$ cat src/rtl/grid_scan_controller.sv
// Row-major sweep of a GRID_W x GRID_H cell classifier, packing each row into a word for the frame buffer.
// Optional macro SCAN_HOLD_EN adds a hold input that pauses the sweep in SCAN.
module grid_scan_controller #(
  parameter int GRID_W  = 16,
  parameter int GRID_H  = 12,
  parameter int COORD_W = 4
) (
  input  logic               clk,
  input  logic               rst,
  input  logic               start,
`ifdef SCAN_HOLD_EN
  input  logic               hold,
`endif
  input  logic               cell_in,
  output logic [COORD_W-1:0] x,
  output logic [COORD_W-1:0] y,
  output logic [GRID_W-1:0]  row_data,
  output logic [COORD_W-1:0] row_addr,
  output logic               row_wr,
  output logic               busy,
  output logic               done
);

  typedef enum logic [1:0] {IDLE, SCAN, FLUSH, DONE} state_t;

  state_t             state_reg, state_next;
  logic [COORD_W-1:0] x_reg, x_next;
  logic [COORD_W-1:0] y_reg, y_next;
  logic [COORD_W-1:0] row_addr_reg, row_addr_next;
  logic [GRID_W-1:0]  pack_reg, pack_next;
  logic [GRID_W-1:0]  row_data_reg, row_data_next;
  logic [GRID_W-1:0]  captured;
  logic               row_wr_reg, row_wr_next;
  logic               hold_active;
  logic               last_x, last_y;

`ifdef SCAN_HOLD_EN
  assign hold_active = hold;
`else
  assign hold_active = 1'b0;
`endif

  // Packing register with the current cell merged in at bit x.
  generate
    for (genvar gi = 0; gi < GRID_W; gi++) begin : g_capture
      assign captured[gi] = (x_reg == COORD_W'(gi)) ? cell_in : pack_reg[gi];
    end
  endgenerate

  assign last_x = (x_reg == COORD_W'(GRID_W - 1));
  assign last_y = (y_reg == COORD_W'(GRID_H - 1));

  always_ff @(posedge clk) begin
    if (rst) begin
      state_reg    <= IDLE;
      x_reg        <= '0;
      y_reg        <= '0;
      pack_reg     <= '0;
      row_data_reg <= '0;
      row_addr_reg <= '0;
      row_wr_reg   <= 1'b0;
    end else begin
      state_reg    <= state_next;
      x_reg        <= x_next;
      y_reg        <= y_next;
      pack_reg     <= pack_next;
      row_data_reg <= row_data_next;
      row_addr_reg <= row_addr_next;
      row_wr_reg   <= row_wr_next;
    end
  end

  always_comb begin
    state_next    = state_reg;
    x_next        = x_reg;
    y_next        = y_reg;
    pack_next     = pack_reg;
    row_data_next = row_data_reg;
    row_addr_next = row_addr_reg;
    row_wr_next   = 1'b0;
    case (state_reg)
      IDLE: begin
        x_next    = '0;
        y_next    = '0;
        pack_next = '0;
        if (start) state_next = SCAN;
      end
      SCAN: begin
        if (!hold_active) begin
          if (last_x) begin
            // Row complete: hand the word off and restart packing with no bubble.
            row_data_next = captured;
            row_addr_next = y_reg;
            row_wr_next   = 1'b1;
            pack_next     = '0;
            x_next        = '0;
            if (last_y) begin
              y_next     = '0;
              state_next = FLUSH;
            end else begin
              y_next = y_reg + COORD_W'(1);
            end
          end else begin
            pack_next = captured;
            x_next    = x_reg + COORD_W'(1);
          end
        end
      end
      FLUSH:   state_next = DONE;
      DONE:    state_next = IDLE;
      default: state_next = IDLE;
    endcase
  end

  assign x        = x_reg;
  assign y        = y_reg;
  assign row_data = row_data_reg;
  assign row_addr = row_addr_reg;
  assign row_wr   = row_wr_reg;
  assign busy     = (state_reg == SCAN) || (state_reg == FLUSH);
  assign done     = (state_reg == DONE);

endmodule

$ cat config.mk
export PLATFORM = sky130hd
export DESIGN_NAME = grid_scan_controller
export DESIGN_NICKNAME = d
export VERILOG_FILES = /design/src/rtl/grid_scan_controller.sv
export SDC_FILE = /design/constraint.sdc
export NUM_CORES = 1
export LEC_CHECK = 0
export ABC_CLOCK_PERIOD_IN_PS = 4090
export CAP_MARGIN = 0
export CORE_UTILIZATION = 50
export CTS_BUF_LIST = sky130_fd_sc_hd__clkbuf_8
export CTS_CLUSTER_DIAMETER = 120
export DETAILED_ROUTE_END_ITERATION = 12
export GPL_TIMING_DRIVEN = 0
export PLACE_DENSITY = 0.75
export SETUP_SLACK_MARGIN = 0.3
export SLEW_MARGIN = 25
export SYNTH_ARGS = -nofsm -noshare
export SYNTH_HDL_FRONTEND = slang
export SYNTH_SLANG_ARGS = --single-unit
export TNS_END_PERCENT = 20
$ cat constraint.sdc
create_clock -name clk -period 4.09 [get_ports clk]
set_input_delay 1.0225 -clock clk [delete_from_list [all_inputs] [get_ports clk]]
set_output_delay 1.0225 -clock clk [all_outputs]
set_load 0.01 [all_outputs]
==> impl_results.md <==
- GPL Wtd Cong: 0.764
- Worst Reg-to-Reg Cells: 7
- Estimated wirelength of the detail-placed design: 3130 µm
- Combinational power share: 27.2%
- Post-Syn Area: 2160 µm²
- Synth top area cells: dfxtp_1 (43%), mux2i_1 (7.0%), nand2_1 (7.0%)
- Initial core utilization: 53.1%
- Inserted Clock Buffers: 5
- Die W: 67.7 µm
- Flops & latches, synth: 46
- Status: finished clean
- Starting DRC count in detailed routing: 125
- Synth warnings: 0
- Commonest non-fill, non-tap cell in the layout: dfxtp_1
- Hold slack: 461 ps
- Diode count: 0
- Setup crit end kind: output port
- Sequential fraction of the synthesis area: 42.7%
- GRT overflow: 0
- Flop pwr share: 42.8%
- Bufs and invs on worst path: 2
- Commonest non-fill, non-tap cells in the layout: dfxtp_1 (46), nand2_1 (40), clkdlybuf4s50_1 (33)
- FP Rows: 23
- CTS Sinks: 46
- Switch share: 32.2%
- Maximum VDD drop: 0.243 mV
- Crit-path cells: inv_1 > ha_1 > clkdlybuf4s50_1
- Final Instance Count excl. Fillers: 325
- Worst hold path class: reg -> reg
- First drt pass iteration count: 4
- Largest stage delay, worst path: 530 ps
- CP Launch Type: register
- Final wirelength: 4440 µm
- Power share of the clock group: 30.0%
- Max reg flops: 16
- Post-CTS Hold Buffers: 0
- Slew HR: 50.7%
- Worst Hold Path Cells: 2
- Post-CTS setup buffer count: 0
- NetSw: 0.370 mW
- Largest net degree at the start of global routing: 16
- Layout cells sized above 1: 13.8%
- Average wire per standard cell: 13.7 µm
- Clock Root Buffer: clkbuf_8
- Clock H-tree levels: 2
- First-pass GRT wire length: 7680 µm
- Post-synth net total: 248
- Nets: 288
- R2R setup slack: 2310 ps
- Lkg Pwr: 0.989 nW
- Slew @ Worst Pin: 739 ps
- Pint: 0.777 mW
- Crit path max-delay cell type: clkdlybuf4s50_1
- CTS tree: built
- Cells after synthesis: 234
- CP delay by family, top: buffers and inverters
- Die H: 67.7 µm
- Slew Limit Fails: 0
- Kind of critical path: reg -> out
- Setup tns final: 0 ps
- Max-cap violations: 0
- Longest Clk Path Bufs: 2
- # IOs: 35
- Placed cell area: 2550 µm²
- Crit path depth: 3
- Clk_lat worst skew: 300 ps
- Biggest area consumer among synthesized cells: dfxtp_1
- Final setup violation count: 0
- Clock skew: 5.34 ps
- Mean Syn Cell Area: 9.21 µm²
- Port buffer count: 33
- Period Utilization, post-route: 64.4%
- Final design area excluding fillers: 2660 µm²
- Antenna viol nets, final: 0
- Initial antenna violation count: 0
- Post-synth top area share: 42.7%
- Vias in the first global route: 1701
- Vias: 1752
- Vias per cell: 5.39
- Unique cell type count in the Yosys netlist: 38
- Syn-to-layout area delta: 23.4%
- Placed insts: 317
- Highest Clock Rate: 0.380 GHz
- RSZ-0062 raised after global routing: false
- Pwr dens: 431 nW/µm²
- Worst-path clk slew: 90 ps
- Worst Path Arrival: 1610 ps
- DRC viols: 0
- Final hold violations: 0
- Total Routing Usage GR: 22.3%
- Min Tclk post-route: 2630 ps
- Critical path peak fanout: 4
- Post-CTS resize count: 0
- Die area: 4580 µm²
- Core ar.: 4060 µm²
- CP Data Required Time: 3070 ps
Yosys cell counts (all sizes together):
cell type	n
a211oi	17
o31ai	1
nand2b	4
a311oi	1
nand3	9
buf	9
ha	10
a21oi	9
nor2	24
dfxtp	46
o21ai	17
nor3	2
or3b	1
or4b	1
a31oi	2
and3	2
nand2	42
and2	1
inv	7
or2	1
o31a	1
nand4	3
clkbuf	5
nor2b	3
mux2i	15
o211ai	1
final timing paths:
kind | from | endpoint
min reg2reg | pack_reg[14]$_SDFFE_PP0P_ | pack_reg[14]$_SDFFE_PP0P_
min | pack_reg[14]$_SDFFE_PP0P_ | pack_reg[14]$_SDFFE_PP0P_
max reg2reg | state_reg[1]$_SDFFE_PP0P_ | pack_reg[8]$_SDFFE_PP0P_
max | state_reg[0]$_SDFFE_PP0P_ | busy
through the flow:
stage	total power [mW]	utilization (%)	worst slack, ps
6_report	1.15	65.6	1460
5_1_grt	1.23	65.6	1350
4_1_cts	1.16	65.6	1450
3_5_place_dp	0.813	62.8	1430
3_3_place_gp	0.812	62.8	1490
2_1_floorplan	0.720	-	2190
kinds of logic after synthesis:
logic type / synth area share, %
muxes: 6.96
adders and majority gates: 5.80
DFF: 42.7
AOI/OAI and AO/OA: 17.1
buffers and inverters: 6.27
and+or+nand+nor: 21.2
layer usage:
| metal | track usage [%] | wire [µm] | part of all wire (%) |
|---|---|---|---|
| met1 | 30.7 | 2190 | 49 |
| met2 | 34.4 | 1980 | 45 |
| met3 | 5.07 | 209 | 4.7 |
| met5 | 0 | 0 | 0 |
| met4 | 6.38 | 61 | 1.4 |
worst reg2reg max path, stage by stage (launching register included):
cell and delay (ps):
dfxtp_1 370, inv_1 90, ha_1 260, buf_6 170, nor3_2 390, buf_2 310
nand2_1 80, o21ai_0 70
layout make-up:
cell class              count  area [µm²]
inverters                   7        26.3
flip-flops and latches     46         921
fillers                   364        1400
multi-input cells         167        1100
clock buffers               5        68.8
plain buffers              14         109
clock inverters             3        43.8
well taps                  50        62.6
repair buffers             33         330
power by group through the flow:
stage | Clock (mW) | Combinational (mW) | Sequential [mW]
finish | 0.344 | 0.312 | 0.491
global route | 0.370 | 0.361 | 0.495
CTS | 0.353 | 0.314 | 0.491
detailed placement | 0 | 0.312 | 0.501
global placement | 0 | 0.312 | 0.500
floorplan | 0 | 0.222 | 0.499
(Power assumes the default switching activity.)
